--- src/rtl/ad2_i2c_pkg.sv ---
// ad2_i2c_pkg
// Shared definitions for the PmodAD2 (AD7991) I2C target emulation:
// FSM state encoding, default device address and configuration value,
// read-byte field positions, and channel-pointer helper functions.
package ad2_i2c_pkg;

    typedef enum logic [2:0] {
        ST_IDLE,
        ST_ADDR,
        ST_ADDR_ACK,
        ST_WR_BYTE,
        ST_WR_ACK,
        ST_RD_BYTE,
        ST_RD_ACK,
        ST_WAIT_STOP
    } state_e;

    localparam logic [6:0] AD7991_ADDR   = 7'h28;
    localparam logic [7:0] CFG_RESET_DEF = 8'h10;

    // High read byte layout: {2'b00, ch_id[1:0], data[11:8]}
    localparam int CH_ID_LSB = 4;
    localparam int CH_ID_MSB = 5;

    // Channel select mask from cfg[7:4]; an empty mask falls back to CH0.
    function automatic logic [3:0] chan_sel(input logic [7:0] cfg_val);
        return (cfg_val[7:4] == 4'b0000) ? 4'b0001 : cfg_val[7:4];
    endfunction

    function automatic logic [1:0] lowest_chan(input logic [7:0] cfg_val);
        logic [3:0] sel;
        logic [1:0] res;
        sel = chan_sel(cfg_val);
        res = 2'd0;
        for (int i = 3; i >= 0; i--) begin
            if (sel[i]) res = 2'(i);
        end
        return res;
    endfunction

    // Next selected channel above ptr, wrapping; stays on ptr if it is alone.
    function automatic logic [1:0] next_chan(input logic [7:0] cfg_val,
                                             input logic [1:0] ptr);
        logic [3:0] sel;
        logic [1:0] res;
        logic [1:0] idx;
        sel = chan_sel(cfg_val);
        res = ptr;
        // Descending scan so the nearest candidate is the last one written.
        for (int k = 3; k >= 1; k--) begin
            idx = ptr + 2'(k);
            if (sel[idx]) res = idx;
        end
        return res;
    endfunction

    function automatic logic [7:0] hi_byte(input logic [1:0] ch_id,
                                           input logic [11:0] data);
        logic [7:0] b;
        b = 8'h00;
        b[CH_ID_MSB:CH_ID_LSB] = ch_id;
        b[3:0] = data[11:8];
        return b;
    endfunction

endpackage

--- src/rtl/ad2_i2c_responder_sync.sv ---
// i2c_bus_sync
// Synchronises SCL/SDA into clk, then keeps one extra flop of history
// for edge detection. Emits single-cycle SCL rise/fall, START and STOP.
//   clk, rst        : system clock, async active-high reset
//   scl_in, sda_in  : raw pad inputs
//   scl_rise/fall   : synchronised SCL edges
//   start_det       : SDA fell while SCL high
//   stop_det        : SDA rose while SCL high
//   sda_s           : synchronised SDA level
module i2c_bus_sync #(
    parameter int SYNC_STAGES = 2
) (
    input  logic clk,
    input  logic rst,
    input  logic scl_in,
    input  logic sda_in,
    output logic scl_rise,
    output logic scl_fall,
    output logic start_det,
    output logic stop_det,
    output logic sda_s
);

    logic [SYNC_STAGES-1:0] scl_sync_q;
    logic [SYNC_STAGES-1:0] sda_sync_q;
    logic                   scl_prev_q;
    logic                   sda_prev_q;
    logic                   scl_s;

    // Reset to the idle bus level so leaving reset never looks like an edge.
    always_ff @(posedge clk or posedge rst) begin
        if (rst) begin
            scl_sync_q <= '1;
            sda_sync_q <= '1;
            scl_prev_q <= 1'b1;
            sda_prev_q <= 1'b1;
        end else begin
            scl_sync_q <= {scl_sync_q[SYNC_STAGES-2:0], scl_in};
            sda_sync_q <= {sda_sync_q[SYNC_STAGES-2:0], sda_in};
            scl_prev_q <= scl_sync_q[SYNC_STAGES-1];
            sda_prev_q <= sda_sync_q[SYNC_STAGES-1];
        end
    end

    assign scl_s     = scl_sync_q[SYNC_STAGES-1];
    assign sda_s     = sda_sync_q[SYNC_STAGES-1];
    assign scl_rise  =  scl_s & ~scl_prev_q;
    assign scl_fall  = ~scl_s &  scl_prev_q;
    assign start_det =  scl_s &  scl_prev_q &  sda_prev_q & ~sda_s;
    assign stop_det  =  scl_s &  scl_prev_q & ~sda_prev_q &  sda_s;

endmodule

--- src/rtl/ad2_i2c_responder.sv ---
// ad2_i2c_responder
// I2C target emulating the AD7991 ADC on a PmodAD2. Accepts configuration
// byte writes and returns channel-tagged 12-bit samples as two bytes.
//   clk, rst            : system clock, async active-high reset
//   scl_in, sda_in      : I2C pad inputs
//   sda_oe              : 1 pulls SDA low (open-drain)
//   ch0..ch3_data       : 12-bit sample sources
//   cfg, cfg_wr         : configuration byte and its write pulse
//   rd_ch, rd_strobe    : channel of latched sample and latch pulse
//   busy                : addressed transaction in progress
module ad2_i2c_responder
    import ad2_i2c_pkg::*;
#(
    parameter logic [6:0] DEV_ADDR    = AD7991_ADDR,
    parameter int         SYNC_STAGES = 2,
    parameter logic [7:0] CFG_RESET   = CFG_RESET_DEF
) (
    input  logic        clk,
    input  logic        rst,
    input  logic        scl_in,
    input  logic        sda_in,
    output logic        sda_oe,
    input  logic [11:0] ch0_data,
    input  logic [11:0] ch1_data,
    input  logic [11:0] ch2_data,
    input  logic [11:0] ch3_data,
    output logic [7:0]  cfg,
    output logic        cfg_wr,
    output logic [1:0]  rd_ch,
    output logic        rd_strobe,
    output logic        busy
);

    logic scl_rise, scl_fall, start_det, stop_det, sda_s;

    i2c_bus_sync #(
        .SYNC_STAGES(SYNC_STAGES)
    ) u_sync (
        .clk      (clk),
        .rst      (rst),
        .scl_in   (scl_in),
        .sda_in   (sda_in),
        .scl_rise (scl_rise),
        .scl_fall (scl_fall),
        .start_det(start_det),
        .stop_det (stop_det),
        .sda_s    (sda_s)
    );

    state_e      state_q;
    logic [3:0]  bit_cnt_q;
    logic [7:0]  shift_q;
    logic [7:0]  tx_q;
    logic [11:0] snap_q;
    logic [1:0]  ptr_q;
    logic        rw_q;
    logic        phase_q;    // ACK states: first half of the ACK bit done
    logic        byte_lo_q;  // current read byte is the low byte
    logic        mack_q;     // master acknowledged the last read byte
    logic        sda_oe_q;
    logic [7:0]  cfg_q;
    logic        cfg_wr_q;
    logic [1:0]  rd_ch_q;
    logic        rd_strobe_q;
    logic        busy_q;

    logic [7:0]  rx_byte_d;
    logic [1:0]  load_ptr_d;
    logic [11:0] load_data_d;
    logic [7:0]  load_hi_d;

    assign rx_byte_d = {shift_q[6:0], sda_s};

    // A high byte is loaded either right after the address ACK (current
    // pointer) or after an ACKed low byte (pointer advanced first).
    always_comb begin
        load_ptr_d  = (state_q == ST_RD_ACK) ? next_chan(cfg_q, ptr_q) : ptr_q;
        load_data_d = ch0_data;
        case (load_ptr_d)
            2'd0:    load_data_d = ch0_data;
            2'd1:    load_data_d = ch1_data;
            2'd2:    load_data_d = ch2_data;
            default: load_data_d = ch3_data;
        endcase
        load_hi_d = hi_byte(load_ptr_d, load_data_d);
    end

    always_ff @(posedge clk or posedge rst) begin
        if (rst) begin
            state_q     <= ST_IDLE;
            bit_cnt_q   <= 4'd0;
            shift_q     <= 8'h00;
            tx_q        <= 8'h00;
            snap_q      <= 12'h000;
            ptr_q       <= lowest_chan(CFG_RESET);
            rw_q        <= 1'b0;
            phase_q     <= 1'b0;
            byte_lo_q   <= 1'b0;
            mack_q      <= 1'b0;
            sda_oe_q    <= 1'b0;
            cfg_q       <= CFG_RESET;
            cfg_wr_q    <= 1'b0;
            rd_ch_q     <= 2'd0;
            rd_strobe_q <= 1'b0;
            busy_q      <= 1'b0;
        end else begin
            cfg_wr_q    <= 1'b0;
            rd_strobe_q <= 1'b0;
            if (stop_det) begin
                state_q  <= ST_IDLE;
                sda_oe_q <= 1'b0;
                busy_q   <= 1'b0;
            end else if (start_det) begin
                state_q   <= ST_ADDR;
                bit_cnt_q <= 4'd0;
                sda_oe_q  <= 1'b0;
            end else begin
                case (state_q)
                    ST_IDLE: ;
                    ST_ADDR: begin
                        if (scl_rise) begin
                            shift_q <= rx_byte_d;
                            if (bit_cnt_q == 4'd7) begin
                                if (rx_byte_d[7:1] == DEV_ADDR) begin
                                    state_q <= ST_ADDR_ACK;
                                    rw_q    <= rx_byte_d[0];
                                    phase_q <= 1'b0;
                                    busy_q  <= 1'b1;
                                end else begin
                                    state_q <= ST_WAIT_STOP;
                                    busy_q  <= 1'b0;
                                end
                            end else begin
                                bit_cnt_q <= bit_cnt_q + 4'd1;
                            end
                        end
                    end
                    ST_ADDR_ACK: begin
                        if (scl_fall) begin
                            if (!phase_q) begin
                                sda_oe_q <= 1'b1;
                                phase_q  <= 1'b1;
                            end else if (rw_q) begin
                                state_q     <= ST_RD_BYTE;
                                snap_q      <= load_data_d;
                                tx_q        <= load_hi_d;
                                sda_oe_q    <= ~load_hi_d[7];
                                rd_strobe_q <= 1'b1;
                                rd_ch_q     <= load_ptr_d;
                                ptr_q       <= load_ptr_d;
                                bit_cnt_q   <= 4'd0;
                                byte_lo_q   <= 1'b0;
                            end else begin
                                state_q   <= ST_WR_BYTE;
                                sda_oe_q  <= 1'b0;
                                bit_cnt_q <= 4'd0;
                            end
                        end
                    end
                    ST_WR_BYTE: begin
                        if (scl_rise) begin
                            shift_q <= rx_byte_d;
                            if (bit_cnt_q == 4'd7) begin
                                cfg_q    <= rx_byte_d;
                                cfg_wr_q <= 1'b1;
                                ptr_q    <= lowest_chan(rx_byte_d);
                                state_q  <= ST_WR_ACK;
                                phase_q  <= 1'b0;
                            end else begin
                                bit_cnt_q <= bit_cnt_q + 4'd1;
                            end
                        end
                    end
                    ST_WR_ACK: begin
                        if (scl_fall) begin
                            if (!phase_q) begin
                                sda_oe_q <= 1'b1;
                                phase_q  <= 1'b1;
                            end else begin
                                state_q   <= ST_WR_BYTE;
                                sda_oe_q  <= 1'b0;
                                bit_cnt_q <= 4'd0;
                            end
                        end
                    end
                    ST_RD_BYTE: begin
                        if (scl_rise) begin
                            bit_cnt_q <= bit_cnt_q + 4'd1;
                        end else if (scl_fall) begin
                            if (bit_cnt_q == 4'd8) begin
                                // Release for the master's ACK slot.
                                state_q  <= ST_RD_ACK;
                                sda_oe_q <= 1'b0;
                                phase_q  <= 1'b0;
                            end else begin
                                tx_q     <= {tx_q[6:0], 1'b0};
                                sda_oe_q <= ~tx_q[6];
                            end
                        end
                    end
                    ST_RD_ACK: begin
                        if (scl_rise) begin
                            mack_q  <= ~sda_s;
                            phase_q <= 1'b1;
                        end else if (scl_fall && phase_q) begin
                            if (!mack_q) begin
                                state_q  <= ST_WAIT_STOP;
                                sda_oe_q <= 1'b0;
                                busy_q   <= 1'b0;
                            end else if (!byte_lo_q) begin
                                // Low byte comes from the snapshot taken with
                                // the high byte, so the pair never tears.
                                state_q   <= ST_RD_BYTE;
                                tx_q      <= snap_q[7:0];
                                sda_oe_q  <= ~snap_q[7];
                                bit_cnt_q <= 4'd0;
                                byte_lo_q <= 1'b1;
                            end else begin
                                state_q     <= ST_RD_BYTE;
                                snap_q      <= load_data_d;
                                tx_q        <= load_hi_d;
                                sda_oe_q    <= ~load_hi_d[7];
                                rd_strobe_q <= 1'b1;
                                rd_ch_q     <= load_ptr_d;
                                ptr_q       <= load_ptr_d;
                                bit_cnt_q   <= 4'd0;
                                byte_lo_q   <= 1'b0;
                            end
                        end
                    end
                    ST_WAIT_STOP: ;
                    default: state_q <= ST_IDLE;
                endcase
            end
        end
    end

    assign sda_oe    = sda_oe_q;
    assign cfg       = cfg_q;
    assign cfg_wr    = cfg_wr_q;
    assign rd_ch     = rd_ch_q;
    assign rd_strobe = rd_strobe_q;
    assign busy      = busy_q;

endmodule

--- config.mk ---
export PLATFORM = sky130hd
export DESIGN_NAME = ad2_i2c_responder
export DESIGN_NICKNAME = d
export VERILOG_FILES = /design/src/rtl/ad2_i2c_pkg.sv /design/src/rtl/ad2_i2c_responder_sync.sv /design/src/rtl/ad2_i2c_responder.sv
export SDC_FILE = /design/constraint.sdc
export NUM_CORES = 1
export LEC_CHECK = 0
export CAP_MARGIN = 15
export CELL_PAD_IN_SITES_DETAIL_PLACEMENT = 0
export CELL_PAD_IN_SITES_GLOBAL_PLACEMENT = 1
export CORE_ASPECT_RATIO = 0.6
export CORE_MARGIN = 2
export CORE_UTILIZATION = 35
export DETAILED_ROUTE_END_ITERATION = 8
export HOLD_SLACK_MARGIN = 0.15
export PLACE_DENSITY_LB_ADDON = 0.1
export SYNTH_ARGS = -nofsm -noshare
export SYNTH_HDL_FRONTEND = slang
export SYNTH_SLANG_ARGS = --single-unit
--- constraint.sdc ---
create_clock -name clk -period 4.3 [get_ports clk]
set_clock_uncertainty 0.15 [all_clocks]
set_input_delay 0.86 -clock clk [delete_from_list [all_inputs] [get_ports clk]]
set_output_delay 0.86 -clock clk [all_outputs]
set_load 0.05 [all_outputs]
==> run metrics, run 1 <==
outcome completed; leakage 1.79 nW; wire length per cell about 16 um; pwr/cell area 564 nW/um2; share of cells above drive strength 1 0.153; top_reg_cell synth dfrtp_1; count of input and output buffers 65; initial drt markers around 320; WP data arrival ~3300 ps; WP buf/inv 0; Final #Nets ~450; Worst-Margin Slew 1120 ps; top cells by area, synth dfrtp_1 (36%), mux2i_1 (9.9%), mux2_2 (8.8%); Inserted Clock Buffers 5; Hold Buf Count CTS 0; grt ovf 0; largest net degree at the start of global routing 35; dpl hpwl between 6000 and 7000 um; mapped cell area between 3000 and 4000 um2; Distinct cells, synth 61; share of synthesized registers carrying an async set or reset 1.00; CTS tree yes; Area Overhead vs Synth 27.5%; syn_area_per_cell 10.1 um2; count leader, synth dfrtp_1; vias per cell 5.30; delay of the slowest critical-path stage roughly 960 ps; maxcap violations 0; All-Layer GR Usage 0.176; Synth top area share 0.361; top cells by instance count after synthesis dfrtp_1 (48), mux2i_1 (33), mux2_2 (26); min Tclk post-route 3280 ps; IO Pins 66; Critical Path End Type register; period utilization 0.762; Die Ht 79.5 um; die area 10300 um2; Max Slew Vio Count 0; setup_tns 0 ps; Hold Vio Cnt, Final 0; Syn Nets between 300 and 400; # clock sinks 55; Skew-Pair Late Insertion Delay about 300 ps; Synth area leader dfrtp_1; DRC errors left 0; starting density of the core 0.362; total via count in the routed design approximately 2800; Worst Path Max Fanout 22; Longest Clk Path Bufs 2; number of synthesized flops with an enable pin 0; num rows 27; PostCTS Resize Cnt 0; Reg clk slew, reported paths approximately 80 ps; clock root buffer clkbuf_16; setup violators final 0; Ys Warns 0; CORE AREA slightly above 9000 um2; PnR Total Power 2.39 mW; slowest cell on the critical path a221oi_2; worst hold path class reg2reg; cell repeated most along the worst path nand2_1; routed wire length between 8000 and 9000 um; VDD IR-drop max 0.356 mV; global-route wire length before repair about 14000 um; ANT cells 0; Setup Buffers After CTS 0; initial antenna violation count 0; TritonRoute pass-1 iters 4; RSZ-0062 raised after global routing no; Startpoint Class register; Fmax ~310 MHz; crit path kind reg2reg; Final Util 0.461; H-tree Lvls 2; register bit total from synthesis 55; GP Congestion between 0.8 and 0.9; Routed Antenna Nets 0; register area share after synthesis 0.416; worst path cell trace nand2_1, nor2_1, nand2_1, a221oi_2, nand3_1, o221ai_1; Cells after Synth 329; vias in the first global route about 2700; Chip Width about 130 um; critical path's top delay family compound AO/OA/AOI/OAI gates; required time worst endpoint ~4400 ps; Worst slew margin 0.252
cells in the final DEF (no fill, tap or decap), types with 15 or more instances in the layout:
cell and instances:
dfrtp_1 48, mux2i_1 33, a21oi_1 15, clkdlybuf4s50_1 65
inv_1 20, nor2_1 23, o21ai_0 23, mux2_2 26
nand2_1 20
area by class of cell:
type                    instances  area, um2
clock buffers                   5        125
repair buffers                 71        696
inverters                      22       82.6
clock inverters                 3       25.0
multi-input cells             237       1760
well taps                     130        163
flip-flops and latches         55       1390
fillers                       881       4950
registers in the layout, indices dropped and copies added, names as in the netlist, 2 cells and up:
register,flops
cfg,8
snap_q,8
shift_q,7
tx_q,7
bit_cnt_q,4
state_q,3
ptr_q,2
rd_ch,2
u_sync.scl_sync_q,2
u_sync.sda_sync_q,2
cells by family (layout without fill, tap and decap cells):
group,Yosys count,after routing,share of synthesized area
DFF,55,55,0.416
AOI/OAI and AO/OA,85,85,0.175
buffers and inverters,37,101,0.0564
muxes,60,60,0.194
and+or+nand+nor,89,89,0.148
adders and majority gates,2,2,0.00752
xor gates and xnor gates,1,1,0.00263
power by group:
group / leakage, nW / switching (mW) / internal [mW] / total (mW)
combinational: 1.04 / 0.618 / 0.488 / 1.11
sequential: 0.686 / 0.176 / 0.685 / 0.861
clock: 0.0708 / 0.202 / 0.221 / 0.423
worst register-to-register path, cell delays in order, from the launching register on:
cell,delay [ps]
dfrtp_1,770
nand2_1,150
nor2_1,440
nand2_1,190
a221oi_2,960
nand3_1,290
o221ai_1,250
metrics by stage:
| stage | setup WS (ps) | hold WS (ps) | instances | cell area, um2 |
|---|---|---|---|---|
| 2_1_floorplan | 1790 | 195 | 329 | 3330 |
| 3_3_place_gp | 1210 | 197 | 515 | 4090 |
| 3_5_place_dp | 1110 | 197 | 515 | 4090 |
| 4_1_cts | 1080 | 208 | 523 | 4240 |
| 5_1_grt | 666 | 211 | 523 | 4240 |
| 6_report | 1020 | 207 | 523 | 4240 |
path summary, 6_finish.rpt:
check	start	to	slack [ps]	depth (start not counted)
hold / removal	u_sync.scl_sync_q[0]$_DFF_PP1_	u_sync.scl_sync_q[1]$_DFF_PP1_	210	0
hold reg to reg	u_sync.scl_sync_q[0]$_DFF_PP1_	u_sync.scl_sync_q[1]$_DFF_PP1_	210	0
min in group asynchronous	rst	snap_q[3]$_DFFE_PP0P_	860	2
setup reg to reg	state_q[2]$_DFFE_PP0P_	tx_q[3]$_DFFE_PP0P_	1020	6
setup / recovery	state_q[2]$_DFFE_PP0P_	tx_q[3]$_DFFE_PP0P_	1020	6
max in group asynchronous	rst	rd_ch[0]$_DFFE_PP0P_	2360	3
per-layer routing:
layer / vias up / global-route usage / part of all wire / routed length [um]
li1: 1353 / - / - / -
met2: 81 / 0.236 / 0.40 / 3380
met3: 4 / 0.0442 / 0.067 / 563
met1: 1332 / 0.277 / 0.52 / 4400
met5: - / 0 / 0 / 0
met4: 0 / 0.0387 / 0.0069 / 58
Note: power is estimated with default switching activity, not from simulation.
==> run 2, diff against run 1 <==
==> constraint.sdc (replaced) <==
create_clock -name clk -period 2.9 [get_ports clk]
set_clock_uncertainty 0.15 [all_clocks]
set_input_delay 0.58 -clock clk [delete_from_list [all_inputs] [get_ports clk]]
set_output_delay 0.58 -clock clk [all_outputs]
set_load 0.05 [all_outputs]
==> run 2 against run 1 <==
Effect of this change: via count is 3.6% higher; fmax up 24%; combinational power rose by 64%; cell count increased by 2.3%; die area did not move; flip-flop and latch count unchanged.
==> run metrics, run 2 (synthesis gave the netlist of run 1 again) <==
outcome completed; Longest Clk Path Bufs 2 (unchanged); routed wire length 8660 um (+3.1%); num rows 27 (unchanged); period utilization 0.909 (+0.147); maxcap violations 0 (unchanged); Area Overhead vs Synth 30.9%; CORE AREA 9190 um2 (unchanged); setup_tns 0 ps (unchanged); global-route wire length before repair 14400 um (+2.4%); Inserted Clock Buffers 5 (unchanged); switching share of power 0.413 (-0.00361); wire length per cell 16.2 um (+0.76%); # clock sinks 55 (unchanged); VDD IR-drop max 0.383 mV (+7.8%); Reg clk slew, reported paths 70 ps (about the same); tightest hold margin 208 ps (+1.00 ps); worst hold path class reg2reg; initial drt markers 237 (-25%); worst setup margin 263 ps (-760 ps); Chip Width 130 um (unchanged); commonest non-fill, non-tap cell in the layout clkdlybuf4s50_1; total via count in the routed design 2870 (+3.6%); Combinational Power Share 0.495 (+0.032); worst path cell trace xnor2_1, or2_2, nand2_1, nor4_2, buf_4, mux2_2; Flop pwr share 0.336 (-0.024); Setup Buffers After CTS 0 (unchanged); pwr/cell area 847 nW/um2 (+50%); Worst slew margin 0.533 (+0.281); Skew-Pair Late Insertion Delay 300 ps (about the same); share of cells above drive strength 1 0.178 (+0.0251); Startpoint Class register; H-tree Lvls 2 (unchanged); vias per cell 5.36 (+1.3%); Critical Path End Type register; Fmax 379 MHz (+24%); die area 10300 um2 (unchanged); setup violators final 0 (unchanged); Die Ht 79.5 um (unchanged); Cell Int Power 2.16 mW (+55%); IO Pins 66 (unchanged); RSZ-0062 raised after global routing no; CTS tree yes; vias in the first global route 2711 (+2.2%); non-filler cells, final 535 (+2.3%); clock share of power 0.169 (-0.008); Min-Delay Startpoint u_sync.sda_sync_q[0]$_DFF_PP1_; crit path kind reg2reg; grt ovf 0 (unchanged); # placed instances 527 (+2.3%); WP data arrival 2670 ps (-670 ps); dpl hpwl 6700 um (+4.0%); starting density of the core 0.362 (unchanged); Final #Nets 458 (+2.7%); WP buf/inv 1 (+1); Max Slew Vio Count 0 (unchanged); GP Congestion 0.932 (+4.5%); required time worst endpoint 2930 ps (-1430 ps); Worst Path Max Fanout 8 (-64%); largest net degree at the start of global routing 31 (-11%); All-Layer GR Usage 0.180 (+0.00476); critical path's top delay family simple AND/OR/NAND/NOR gates; ANT cells 0 (unchanged); PnR Total Power 3.69 mW (+54%); most frequent cells in the layout clkdlybuf4s50_1 (65), dfrtp_1 (48), mux2i_1 (33); Post-Place Setup Slack 300 ps (-812 ps); slowest cell on the critical path dfstp_2; count of input and output buffers 65 (unchanged); Routed Antenna Nets 0 (unchanged); initial antenna violation count 0 (unchanged); Worst-Margin Slew 699 ps (-422 ps); CP startpoint u_sync.sda_sync_q[1]$_DFF_PP1_; reg2reg start u_sync.sda_sync_q[1]$_DFF_PP1_; Switching Power 1.52 mW (+53%); TritonRoute pass-1 iters 5 (+1); Hold Buf Count CTS 0 (unchanged); clock root buffer clkbuf_16; delay of the slowest critical-path stage 610 ps (-350 ps); leakage 1.86 nW (+3.8%); min Tclk post-route 2640 ps (-640 ps); PostCTS Resize Cnt 0 (unchanged); DRC errors left 0 (unchanged); Hold Vio Cnt, Final 0 (unchanged)
run 2: changes by cell type in the layout (fill, tap and decap cells not counted):
| cell | change |
|---|---|
| buf_12 | +2 |
| inv_6 | -1 |
| clkinvlp_4 | +1 |
| buf_4 | +10 |
run 2: worst paths after layout:
check                      slack [ps]                              to  cells after the start
setup / recovery                  260           snap_q[7]$_DFFE_PP0P_                      6
hold / removal                    210  u_sync.sda_sync_q[1]$_DFF_PP1_                      0
setup reg to reg                  260           snap_q[7]$_DFFE_PP0P_                      6
hold reg to reg                   210  u_sync.sda_sync_q[1]$_DFF_PP1_                      0
max in group asynchronous        1480             tx_q[6]$_DFFE_PP0P_                      3
min in group asynchronous         550             tx_q[2]$_DFFE_PP0P_                      2
run 2: layout make-up:
cell class | count | area, um2
clock buffer | 5 | 125
tap | 130 | 163
clock inverter | 3 | 23.8
fill | 875 | 4830
inverter | 22 | 82.6
sequential | 55 | 1390
timing repair buffer | 83 | 811
multi-input combinational | 237 | 1760
run 2: power by group through the flow:
stage | Sequential [mW] | Clock [mW] | Combinational, mW
2_1_floorplan | 1.24 | 0 | 1.28
3_3_place_gp | 1.25 | 0 | 1.81
3_5_place_dp | 1.25 | 0 | 1.81
4_1_cts | 1.24 | 0.641 | 1.82
5_1_grt | 1.28 | 0.674 | 2.01
6_report | 1.24 | 0.622 | 1.82
run 2: layer usage:
layer  track usage  vias up  share of wire
li1              -     1369              -
met4        0.0387        0          0.010
met1         0.289     1398           0.53
met5             0        -              0
met3        0.0429       17          0.059
met2         0.239       86           0.40
run 2: per-stage QoR:
stage,instance area (um2),util
after global placement,4210,0.458
after detailed placement,4210,0.458
after CTS,4350,0.474
final,4350,0.474
after floorplan,3330,-
after global routing,4350,0.474
